### src/rtl/video_fetch_agen_if.sv
// video_fetch_agen_if: sync strobes, frame configuration and fetch request
// bundle between video sync, the address generator and the DRAM arbiter.
// The master side is the address generator; the slave side is its environment.
interface video_fetch_agen_if #(
    parameter int AW     = 21,
    parameter int PLANES = 2,
    parameter int XW     = 8,
    parameter int YW     = 9
);
    logic                 frame_start;
    logic                 line_start;
    logic                 vpix;
    logic                 video_next;
    logic [PLANES*AW-1:0] cfg_base;
    logic [XW-1:0]        cfg_words;
    logic [YW-1:0]        cfg_height;
    logic [15:0]          cfg_stride;
    logic [XW-1:0]        cfg_scroll_x;
    logic [YW-1:0]        cfg_scroll_y;
    logic [AW-1:0]        video_addr;
    logic                 addr_valid;
    logic [1:0]           plane;
    logic                 line_done;
    logic                 underrun;

    modport master (
        input  frame_start, line_start, vpix, video_next,
        input  cfg_base, cfg_words, cfg_height, cfg_stride, cfg_scroll_x, cfg_scroll_y,
        output video_addr, addr_valid, plane, line_done, underrun
    );

    modport slave (
        output frame_start, line_start, vpix, video_next,
        output cfg_base, cfg_words, cfg_height, cfg_stride, cfg_scroll_x, cfg_scroll_y,
        input  video_addr, addr_valid, plane, line_done, underrun
    );
endinterface

### src/rtl/video_fetch_agen.sv
// video_fetch_agen: linear framebuffer address generator for the video fetch
// path. Walks (cfg_words+1) horizontal positions x PLANES planes per visible
// line, with per-plane bases, line stride and X/Y start offsets.
// Optional feature macro: VIDEO_FETCH_AGEN_SCROLL_EN (hardware X/Y scroll).
// Without it every line starts at x=0 and every frame at y=0.
module video_fetch_agen #(
    parameter int AW     = 21,
    parameter int PLANES = 2,
    parameter int XW     = 8,
    parameter int YW     = 9
) (
    input  logic               clk,
    input  logic               rst,
    video_fetch_agen_if.master bus
);
    localparam int          PW      = YW + 16;
    localparam logic [1:0]  LAST_PL = 2'(PLANES - 1);

    typedef enum logic [1:0] {IDLE, FETCH, LINE_END} state_t;

    typedef struct packed {
        logic [XW-1:0] x;     // current horizontal word position
        logic [XW-1:0] cnt;   // positions fetched so far this line
        logic [YW-1:0] y;     // current line within the window
        logic [1:0]    pl;    // current plane
    } ctr_t;

    state_t          state, state_n;
    ctr_t            ctr, ctr_n;
    logic            underrun_q, underrun_n;
    logic [AW-1:0]   video_addr_q, addr_n;
    logic [AW-1:0]   line_off;
    logic [PW-1:0]   prod;

    // frame-stable copies of the configuration
    logic [3:0][AW-1:0] base_sh;
    logic [4*AW-1:0]    base_pad;
    logic [XW-1:0]      words_sh;
    logic [YW-1:0]      height_sh;
    logic [15:0]        stride_sh;
    logic [XW-1:0]      scroll_x_sh;
    logic [YW-1:0]      scroll_y_in;

    wire line_req = bus.line_start & bus.vpix;
    wire last_pl  = (ctr.pl == LAST_PL);

    // Pad the base table to four entries so a 2-bit plane index is always in range.
    generate
        if (PLANES < 4) begin : g_pad
            assign base_pad = {{((4 - PLANES) * AW){1'b0}}, bus.cfg_base};
        end else begin : g_nopad
            assign base_pad = bus.cfg_base;
        end
    endgenerate

`ifdef VIDEO_FETCH_AGEN_SCROLL_EN
    // Scroll X is held for the whole frame; scroll Y only seeds y at frame_start.
    always_ff @(posedge clk or posedge rst) begin
        if (rst)                  scroll_x_sh <= '0;
        else if (bus.frame_start) scroll_x_sh <= bus.cfg_scroll_x;
    end
    assign scroll_y_in = bus.cfg_scroll_y;
`else
    assign scroll_x_sh = '0;
    assign scroll_y_in = '0;
    logic unused_scroll;
    assign unused_scroll = ^{bus.cfg_scroll_x, bus.cfg_scroll_y};
`endif

    // Shadow configuration: mid-frame writes only take effect at the next frame.
    always_ff @(posedge clk or posedge rst) begin
        if (rst) begin
            base_sh   <= '0;
            words_sh  <= '0;
            height_sh <= '0;
            stride_sh <= '0;
        end else if (bus.frame_start) begin
            base_sh   <= base_pad;
            words_sh  <= bus.cfg_words;
            height_sh <= bus.cfg_height;
            stride_sh <= bus.cfg_stride;
        end
    end

    // Line offset is registered off the multiplier; sync leaves >=2 clocks
    // between any y update and the next line_start, so it is always settled.
    assign prod = PW'(ctr.y) * PW'(stride_sh);
    always_ff @(posedge clk or posedge rst) begin
        if (rst) line_off <= '0;
        else     line_off <= AW'(prod);
    end

    // State and counter registers.
    always_ff @(posedge clk or posedge rst) begin
        if (rst) begin
            state      <= IDLE;
            ctr        <= '0;
            underrun_q <= 1'b0;
        end else begin
            state      <= state_n;
            ctr        <= ctr_n;
            underrun_q <= underrun_n;
        end
    end

    // Next-state and counter update; frame_start overrides everything.
    always_comb begin
        state_n    = state;
        ctr_n      = ctr;
        underrun_n = underrun_q;
        if (bus.frame_start) begin
            state_n    = IDLE;
            underrun_n = 1'b0;
            ctr_n.y    = scroll_y_in;
            ctr_n.pl   = '0;
        end else begin
            case (state)
                IDLE: begin
                    if (line_req) begin
                        ctr_n.x   = scroll_x_sh;
                        ctr_n.cnt = '0;
                        ctr_n.pl  = '0;
                        state_n   = FETCH;
                    end
                end
                FETCH: begin
                    if (line_req) begin
                        // sync outran the fetch: drop this line, same y, restart
                        underrun_n = 1'b1;
                        ctr_n.x    = scroll_x_sh;
                        ctr_n.cnt  = '0;
                        ctr_n.pl   = '0;
                    end else if (bus.video_next) begin
                        if (!last_pl) begin
                            ctr_n.pl = ctr.pl + 2'd1;
                        end else begin
                            ctr_n.pl  = '0;
                            ctr_n.x   = (ctr.x == words_sh) ? '0 : ctr.x + XW'(1);
                            ctr_n.cnt = ctr.cnt + XW'(1);
                            if (ctr.cnt == words_sh) state_n = LINE_END;
                        end
                    end
                end
                LINE_END: begin
                    ctr_n.y = (ctr.y == height_sh) ? '0 : ctr.y + YW'(1);
                    state_n = IDLE;
                end
                default: state_n = IDLE;
            endcase
        end
    end

    // Address is built from next-cycle counters so it is registered with them.
    assign addr_n = base_sh[ctr_n.pl] + line_off + AW'(ctr_n.x);

    // Fetch address register, updated whenever the next state is fetching.
    always_ff @(posedge clk or posedge rst) begin
        if (rst)                   video_addr_q <= '0;
        else if (state_n == FETCH) video_addr_q <= addr_n;
    end

    assign bus.video_addr = video_addr_q;
    assign bus.addr_valid = (state == FETCH);
    assign bus.line_done  = (state == LINE_END);
    assign bus.plane      = ctr.pl;
    assign bus.underrun   = underrun_q;
endmodule

### src/flat_wrapper.sv
// flat-port wrapper written by rule: the top's interface ports become plain ports
module video_fetch_agen_flat 
#(
    parameter int AW     = 21,
    parameter int PLANES = 2,
    parameter int XW     = 8,
    parameter int YW     = 9
)
  (clk, rst, bus_frame_start, bus_line_start, bus_vpix, bus_video_next, bus_cfg_base, bus_cfg_words, bus_cfg_height, bus_cfg_stride, bus_cfg_scroll_x, bus_cfg_scroll_y, bus_video_addr, bus_addr_valid, bus_plane, bus_line_done, bus_underrun);
  video_fetch_agen_if #(.AW(AW), .PLANES(PLANES), .XW(XW), .YW(YW)) bus_i ();
  input  logic clk;
  input  logic rst;
  input wire logic [$bits(bus_i.frame_start)-1:0] bus_frame_start;
  input wire logic [$bits(bus_i.line_start)-1:0] bus_line_start;
  input wire logic [$bits(bus_i.vpix)-1:0] bus_vpix;
  input wire logic [$bits(bus_i.video_next)-1:0] bus_video_next;
  input wire logic [$bits(bus_i.cfg_base)-1:0] bus_cfg_base;
  input wire logic [$bits(bus_i.cfg_words)-1:0] bus_cfg_words;
  input wire logic [$bits(bus_i.cfg_height)-1:0] bus_cfg_height;
  input wire logic [$bits(bus_i.cfg_stride)-1:0] bus_cfg_stride;
  input wire logic [$bits(bus_i.cfg_scroll_x)-1:0] bus_cfg_scroll_x;
  input wire logic [$bits(bus_i.cfg_scroll_y)-1:0] bus_cfg_scroll_y;
  output wire logic [$bits(bus_i.video_addr)-1:0] bus_video_addr;
  output wire logic [$bits(bus_i.addr_valid)-1:0] bus_addr_valid;
  output wire logic [$bits(bus_i.plane)-1:0] bus_plane;
  output wire logic [$bits(bus_i.line_done)-1:0] bus_line_done;
  output wire logic [$bits(bus_i.underrun)-1:0] bus_underrun;
  assign bus_i.frame_start = bus_frame_start;
  assign bus_i.line_start = bus_line_start;
  assign bus_i.vpix = bus_vpix;
  assign bus_i.video_next = bus_video_next;
  assign bus_i.cfg_base = bus_cfg_base;
  assign bus_i.cfg_words = bus_cfg_words;
  assign bus_i.cfg_height = bus_cfg_height;
  assign bus_i.cfg_stride = bus_cfg_stride;
  assign bus_i.cfg_scroll_x = bus_cfg_scroll_x;
  assign bus_i.cfg_scroll_y = bus_cfg_scroll_y;
  assign bus_video_addr = bus_i.video_addr;
  assign bus_addr_valid = bus_i.addr_valid;
  assign bus_plane = bus_i.plane;
  assign bus_line_done = bus_i.line_done;
  assign bus_underrun = bus_i.underrun;
  video_fetch_agen #(.AW(AW), .PLANES(PLANES), .XW(XW), .YW(YW)) u_core (.clk(clk), .rst(rst), .bus(bus_i));
endmodule
### config.mk
export PLATFORM = sky130hd
export DESIGN_NAME = video_fetch_agen_flat
export DESIGN_NICKNAME = d
export VERILOG_FILES = /design/src/rtl/video_fetch_agen_if.sv /design/src/rtl/video_fetch_agen.sv /design/src/flat_wrapper.sv
export SDC_FILE = /design/constraint.sdc
export NUM_CORES = 1
export LEC_CHECK = 0
export ABC_CLOCK_PERIOD_IN_PS = 9200
export CAP_MARGIN = 20
export CORE_MARGIN = 1
export CORE_UTILIZATION = 45
export CTS_CLUSTER_SIZE = 16
export DETAILED_ROUTE_END_ITERATION = 10
export GPL_TIMING_DRIVEN = 0
export HOLD_SLACK_MARGIN = 0.06
export MAX_ROUTING_LAYER = met4
export PLACE_DENSITY_LB_ADDON = 0.3
export SLEW_MARGIN = 20
export SYNTH_ARGS = -nofsm -noshare
export SYNTH_HDL_FRONTEND = slang
export SYNTH_SLANG_ARGS = --single-unit
### constraint.sdc
create_clock -name clk -period 9.2 [get_ports clk]
set_input_delay 1.84 -clock clk [delete_from_list [all_inputs] [get_ports clk]]
set_output_delay 1.84 -clock clk [all_outputs]
set_load 0.01 [all_outputs]
* Word level (Yosys, flattened, before mapping) *
Cells that the tools add are included.

operators by class
  mux-type cells = 27
  add/subtract/negate cells = 6
  bitwise operators = 2
  reduce and logical (&&, ||, !) cells = 7
  eq/ne operators = 10
  multiply operators = 1
  $lt $le $gt $ge = 1

operator list
  cell                 number
  $mux 16              5
  $bmux 21 s2          1
  $pmux 16 s2          1
  $add 21x21->21       1
  $add 21x8->21        1
  $mul 9x16->21        1
  $mux 21              1
  $mux 2               10
  $mux 9               2
  $add 8x1->8 const B  2
  $eq 8x8->1           2
  $mux 11              1
  $add 9x1->9 const B  1
  $eq 9x9->1           1
  $mux 8               1
  $pmux 2 s2           2
  $reduce_bool 2->1    4
  $eq 2x1->1 const B   3
  $reduce_and 5->1     1
  $lt 2x3->1 const B   1
  $mux 1               3
  $ne 3x1->1 const B   1
  $ne 3x2->1 const B   1
  $add 2x1->2 const B  1
  other kinds (6)      6

word-level totals
  bits in registers = 147
  bits of input ports = 98

* Depth between registers and ports, before layout *
Gate-level depths: netlist of the first run.

  word-level depth = 10
  depth in mapped cells = 20
  gate-level depth less buffers = 18

* Worst setup path before layout of the first run *
No wires, ideal clock.

  path kind = input to register
  start = in bus_video_next
  end = reg u_core.video_addr_q[19] (netlist: u_core.bus.video_addr[19])
  path slack = 3.676 ns
  data arrival time = 5.390 ns
  buffers on the path = 2
  stages = 18
  path through = clkbuf_1 nor4bb_1 o21ai_1 a21oi_2 buf_2 mux2i_1 nor2_1 fa_1 ha_1 inv_1 fa_1 nor2b_1 o21ai_1 a21boi_1 o2111ai_2 and2_1 o2111ai_1 o211ai_1

RTL lines
  what                    RTL line                 source
  start: declaration      flat_wrapper.sv:16       input wire logic [$bits(bus_i.video_next)-1:0] bus_video_next;
  end signal: assignment  video_fetch_agen.sv:159  else if (state_n == FETCH) video_addr_q <= addr_n;
  end: declaration        video_fetch_agen.sv:31   logic [AW-1:0] video_addr_q, addr_n;

==> results.ini, run 1 <==
[outcome]
status = finished, final reports clean

[power]
p_per_area_nw_per_um2 = 160
ir_drop_v = 0.000119
p_leak_uw = 0.00620

[logic_synthesis]
synth_flop_cell = dfrtp_1
ys_ff_latch = 147
synth_cells = 1170
ys_seq_area_share_pct = 31.5
yosys_warnings = 0
synth.distinct_cells = 67
synth_area_leader_cell = dfrtp_1
syn_nets = 1437
syn_avg_cell_area_um2 = 9.97
async_reset_ff_share_pct = 100
synth_top_area_share_pct = 31.5
synth-edff-count = 0
synth_area_um2 = 11700
synthTopCellsByArea = dfrtp_1 32%, fa_1 18%, ha_1 7.1%, mux2_2 6.7%, inv_1 4.3%

[worst_setup_path]
crit_path_start_kind = primary input
critPathCaptureType = flip-flop
arrival_ns = 6.58
required_ns = 9.50
r2r_slack_ns = 3.50
worst-setup-path-type = primary input to flip-flop
cp_max_fo = 10

[detailed_routing]
wl_per_cell_um = 16.9
met3_wirelength_um = 1200
num_vias = 8731
drc = 0
wirelength_um = 27600
first_pass_iters = 5
met2_length_um = 13300
wirelength_met1_um = 12600
dr.max_layer_used = met4
via_per_inst = 5.33
drt-initial-drc-count = 604
postRouteAntennaNets = 0

[sta]
finalCritPeriodShare_pct = 68.2
max_freq_mhz = 159
rsz0062_at_grt = no
fin_tns_setup_ns = 0
hold_viol_final = 0
fin_skew_ns = 0.0151
slew_viol_final = 0
worstMarginPinSlew_ns = 0.784
period_needed_ns = 6.28
relSlewSlack_pct = 47.7
setup_viol_count_final = 0

[final_layout]
final_cell_mix = 147 x dfrtp_1, 133 x inv_1, 129 x nand2_1
fin_nets = 1562
fill_cells = 2254
area_growth_pct = 17.9
antenna_cells = 0
final_common_cell = dfrtp_1
multi_input_comb_area_um2 = 7250
layout.cells.non_filler = 1638
area.sequential_um2 = 3680
layout-drive-gt1-share_pct = 9.56

[clock_tree]
h-tree-depth = 4
clock-root-buffer = clkbuf_16
clockBufferDepth = 2
clock_sinks = 147
ctsResizeCount = 0
post-cts-setup-buffer-count = 0
clock_latency_ns = 0.44
cts_tree = done
clk_pin_slew_ns = 0.06
numCtsBuffers = 17
hold_buffers = 0

[global_route]
grt_overflow_total = 0
grt_pass1_vias = 8795
track_usage_pct = 22.4
grt_max_degree = 100
grt_pass1_wl_um = 44600
antenna_found_initial = 0

[flow_run]
drv_cap = 0

[placed_design]
placed_cells = 1606
place_hpwl_um = 21100
io_buffers = 105
gp_congestion = 0.881

[floorplanning]
fp.dieH_um = 163
rows = 58
initial_core_util_pct = 46.1
dieArea_um2 = 26600
io-pin-count = 124
die_w_um = 163
core_um2 = 25300

[hold_path]
hold_path.class = flip-flop to flip-flop

critical path: stages:
cell and delay (ns):
clkdlybuf4s50_1 0.50, clkbuf_1 0.61, nor2_1 0.25, a21o_1 0.25, buf_2 0.20, a22o_1 0.30, fa_1 0.52, ha_1 0.19
inv_1 0.07, fa_1 0.46, nor2b_1 0.13, o21ai_1 0.09, a21boi_1 0.36, o2111ai_2 0.24, and2_1 0.23, o2111ai_1 0.21
o211ai_1 0.12
path summary, 6_finish.rpt:
| check | from | to | cells past startpoint |
|---|---|---|---|
| setup / recovery | bus_frame_start | u_core.bus.video_addr[19] | 17 |
| hold / removal | u_core.bus.video_addr[4] | u_core.bus.video_addr[4] | 2 |
| setup reg to reg | u_core.ctr[5] | u_core.line_off[20] | 16 |
| hold reg to reg | u_core.bus.video_addr[4] | u_core.bus.video_addr[4] | 2 |
| max in group asynchronous | rst | u_core.line_off[18] | 3 |
| min in group asynchronous | rst | u_core.stride_sh[1] | 2 |
cell type report:
cell class	count	share of cell area [%]
repair buffers	106	7.84
multi-input cells	831	52.7
plain buffers	57	1.71
clock inverters	15	1.18
flip-flops and latches	147	26.7
well taps	330	3.00
inverters	135	3.74
clock buffers	17	3.09
per-stage QoR:
step / total power [µW] / utilization, % / setup WS [ns] / cell area, µm² / hold slack (ns)
4_1_cts: 2220 / 54.3 / 2.98 / 13800 / 0.487
5_1_grt: 2330 / 54.3 / 2.71 / 13800 / 0.518
3_3_place_gp: 1480 / 51.8 / 1.38 / 13100 / 0.466
6_report: 2200 / 54.3 / 2.92 / 13800 / 0.481
2_1_floorplan: 1250 / - / 3.41 / 11700 / 0.459
3_5_place_dp: 1500 / 52.0 / 2.53 / 13200 / 0.472
flip-flops by register name, summed over array words and instances (netlist names):
register / cells
u_core.line_off: 21
u_core.words_sh: 8
u_core.state: 2
u_core.height_sh: 9
u_core.stride_sh: 16
u_core.bus.plane: 2
u_core.bus.underrun: 1
u_core.bus.video_addr: 21
u_core.base_sh: 42
u_core.ctr: 25
report_power, final:
part / total (µW) / switching, µW / internal, µW
sequential: 799 / 59.5 / 740
clock: 715 / 330 / 386
combinational: 688 / 360 / 328
total: 2200 / 750 / 1450
cell usage after synthesis, types with 3 or more instances:
cell / n
fa_1: 103
inv_1: 134
nor3_1: 8
o21ai_0: 12
a21o_1: 8
nand3_1: 16
clkbuf_1: 43
o211ai_1: 3
nor2_1: 66
ha_1: 66
mux2_1: 6
buf_1: 3
o31ai_1: 12
nand4_1: 10
o21a_1: 11
a211oi_1: 4
nand2b_1: 9
a21boi_1: 3
and3_1: 14
buf_4: 3
xor2_1: 9
o21ai_1: 51
a221o_1: 3
mux2i_1: 22
buf_2: 8
nand2_1: 129
and2_1: 66
or2_1: 7
mux2_2: 69
a22o_1: 4
dfrtp_1: 147
nor2b_1: 8
xnor2_1: 45
a21oi_1: 22
o2111a_1: 3
o31a_1: 4
per-layer routing:
layer | GRT usage [%] | vias up
li1 | - | 4112
met1 | 29.0 | 4342
met2 | 36.3 | 242
met3 | 2.92 | 35
met4 | 7.73 | 0
met5 | - | -
cell families (layout without fill, tap and decap cells):
group / Yosys count / in the layout / synth area share (%)
mux: 97 / 97 / 9.13
buf+inv: 192 / 330 / 6.36
compound gates: 172 / 172 / 10.4
fa+ha+maj: 169 / 169 / 24.8
xor+xnor: 54 / 54 / 4.05
flops: 147 / 147 / 31.5
simple gates: 339 / 339 / 13.8
Power figures use the tool's default switching activity.
==> run 2: changes to the inputs <==
--- a/config.mk
+++ b/config.mk
@@ -5,7 +5,7 @@
 export SDC_FILE = /design/constraint.sdc
 export NUM_CORES = 1
 export LEC_CHECK = 0
-export ABC_CLOCK_PERIOD_IN_PS = 9200
+export ABC_CLOCK_PERIOD_IN_PS = 5050
 export CAP_MARGIN = 20
 export CORE_MARGIN = 1
 export CORE_UTILIZATION = 45
==> constraint.sdc (replaced) <==
create_clock -name clk -period 5.05 [get_ports clk]
set_input_delay 1.01 -clock clk [delete_from_list [all_inputs] [get_ports clk]]
set_output_delay 1.01 -clock clk [all_outputs]
set_load 0.01 [all_outputs]
==> run 2 against run 1 <==
Against the previous run:
- non-clock buffer count is 1 lower
- sequential share of layout area decreased by 0.17 points
- design area grew 1.0%
- first-iteration DRC count shrank 7.9%
- clock-buffer cell count is the same
- final cell count is essentially flat
==> results.ini, run 2 (synthesis gave the netlist of run 1 again) <==
[detailed_routing]
drc = 0
num_vias = 8720
wl_per_cell_um = 17.0
wirelength_um = 27800
via_per_inst = 5.33
drt-initial-drc-count = 556
postRouteAntennaNets = 0
first_pass_iters = 5

[global_route]
use_met3_pct = 3.50
busiest_layer = met2
track_usage_pct = 22.6
grt_overflow_total = 0
grtUsageMet1_pct = 29.0
grt_pass1_vias = 8786
antenna_found_initial = 0
met2_usage_pct = 36.3
grt_max_degree = 100
grt_pass1_wl_um = 44700

[floorplanning]
rows = 58
fp.dieH_um = 163
initial_core_util_pct = 46.1
die_w_um = 163
dieArea_um2 = 26600
core_um2 = 25300
io-pin-count = 124

[clock_tree]
clk_pin_slew_ns = 0.06
cts_tree = done
clockBufferDepth = 2
clock_latency_ns = 0.44
h-tree-depth = 4
numCtsBuffers = 17
clock-root-buffer = clkbuf_16
clock_sinks = 147

[sta]
setup_viol_count_final = 0
worstMarginPinSlew_ns = 0.766
fin_skew_ns = 0.0202
fin_tns_setup_ns = 0
worst_hold_slack_ns = 0.482
finalCritPeriodShare_pct = 96.3
period_needed_ns = 4.86
fin_ws_ns = 0.188
hold_viol_final = 0
rsz0062_at_grt = no
relSlewSlack_pct = 48.9
slew_viol_final = 0
max_freq_mhz = 206

[final_layout]
final_common_cell = dfrtp_1
layout-drive-gt1-share_pct = 13.2
postLayoutCellArea_um2 = 13900
layout.cells.non_filler = 1637
top_register = u_core.base_sh
fin_nets = 1561
final_cell_mix = 135 x dfrtp_1, 133 x inv_1, 128 x nand2_1
reg_top3 = u_core.base_sh (42), u_core.ctr (25)
largest_reg_flops = 42
area_growth_pct = 19.1
antenna_cells = 0

[placed_design]
place_ws_ns = -0.791
io_buffers = 105
place_hpwl_um = 21100
placed_cells = 1606
gp_congestion = 0.881
place_area_um2 = 13200

[flow_run]
drv_cap = 0

[worst_setup_path]
cp_max_fo = 10
r2r_slack_ns = 0.19
startpoint = u_core.ctr[6]
r2r-end = u_core.line_off[20]
crit_path_start_kind = flip-flop
critPathCaptureType = flip-flop
worst-setup-path-type = flip-flop to flip-flop
endpoint = u_core.line_off[20]
ff2ff_path_depth = 15
arrival_ns = 5.18
required_ns = 5.37
worstReg2RegStart = u_core.ctr[6]

[power]
p_per_area_nw_per_um2 = 290
ir_drop_v = 0.000217
p_leak_uw = 0.00630

[outcome]
status = finished, final reports clean

[hold_path]
hold_path.class = flip-flop to flip-flop

run 2: cell count changes in the layout (fill, tap and decap cells not counted), moves of 2 or more:
cell,previous run,this run
dfrtp_2,0,12
clkbuf_4,0,8
buf_1,3,0
nor2_1,66,64
dfrtp_1,147,135
nor2_2,0,2
buf_4,3,22
clkbuf_1,43,15
clkbuf_2,0,2
run 2: repair_timing:
action	in CTS	in global routing
setup buffers	5	12
pin swaps	0	6
hold buffers	0	0
resized for setup	32	16
endpoints found under the setup margin	17	11
run 2: worst min-delay path by stage:
stage	start	endpoint	slack [ns]	cells past startpoint
floorplan	u_core.base_sh[20]	u_core.base_sh[20]	0.46	1
global placement	u_core.bus.video_addr[5]	u_core.bus.video_addr[5]	0.47	2
detailed placement	u_core.bus.video_addr[5]	u_core.bus.video_addr[5]	0.47	2
CTS	u_core.bus.video_addr[5]	u_core.bus.video_addr[5]	0.49	2
global route	u_core.bus.video_addr[4]	u_core.bus.video_addr[4]	0.52	2
finish	u_core.bus.video_addr[4]	u_core.bus.video_addr[4]	0.48	2
run 2: power by group:
group          switching [µW]  leakage (µW)  internal (µW)
logic                     633       0.00420            607
clock network             600      0.000282            702
registers                 134       0.00181           1350
run 2: per-layer routing:
metal / share of wire (%) / wire (µm) / vias to the layer above
met1: 45 / 12400 / 4310
met3: 4.6 / 1280 / 43
met4: 2.5 / 683 / 0
met5: 0 / 0 / -
met2: 48 / 13400 / 262
li1: - / - / 4105
run 2: through the flow:
step	util, %	total power [µW]
2_1_floorplan	-	2270
3_3_place_gp	51.8	2690
3_5_place_dp	52.0	2730
4_1_cts	54.5	4040
5_1_grt	54.9	4270
6_report	54.9	4020
run 2: cell type report:
type	instances	area [µm²]
buffer	39	215
inverter	135	514
sequential	147	3690
clock inverter	15	163
tap	330	413
clock buffer	17	425
multi-input combinational	831	7270
timing repair buffer	123	1210
fill	2235	11400
run 2: critical path, cell delays in order (launching register included):
cell	delay, ns
dfrtp_2	0.39
clkbuf_4	0.22
nand2_1	0.09
fa_1	0.50
fa_1	0.55
inv_1	0.05
fa_1	0.50
fa_1	0.49
ha_1	0.39
a21o_1	0.20
a21oi_2	0.19
a21boi_2	0.11
o32ai_4	0.32
o211ai_1	0.20
a221oi_2	0.32
xnor2_1	0.21
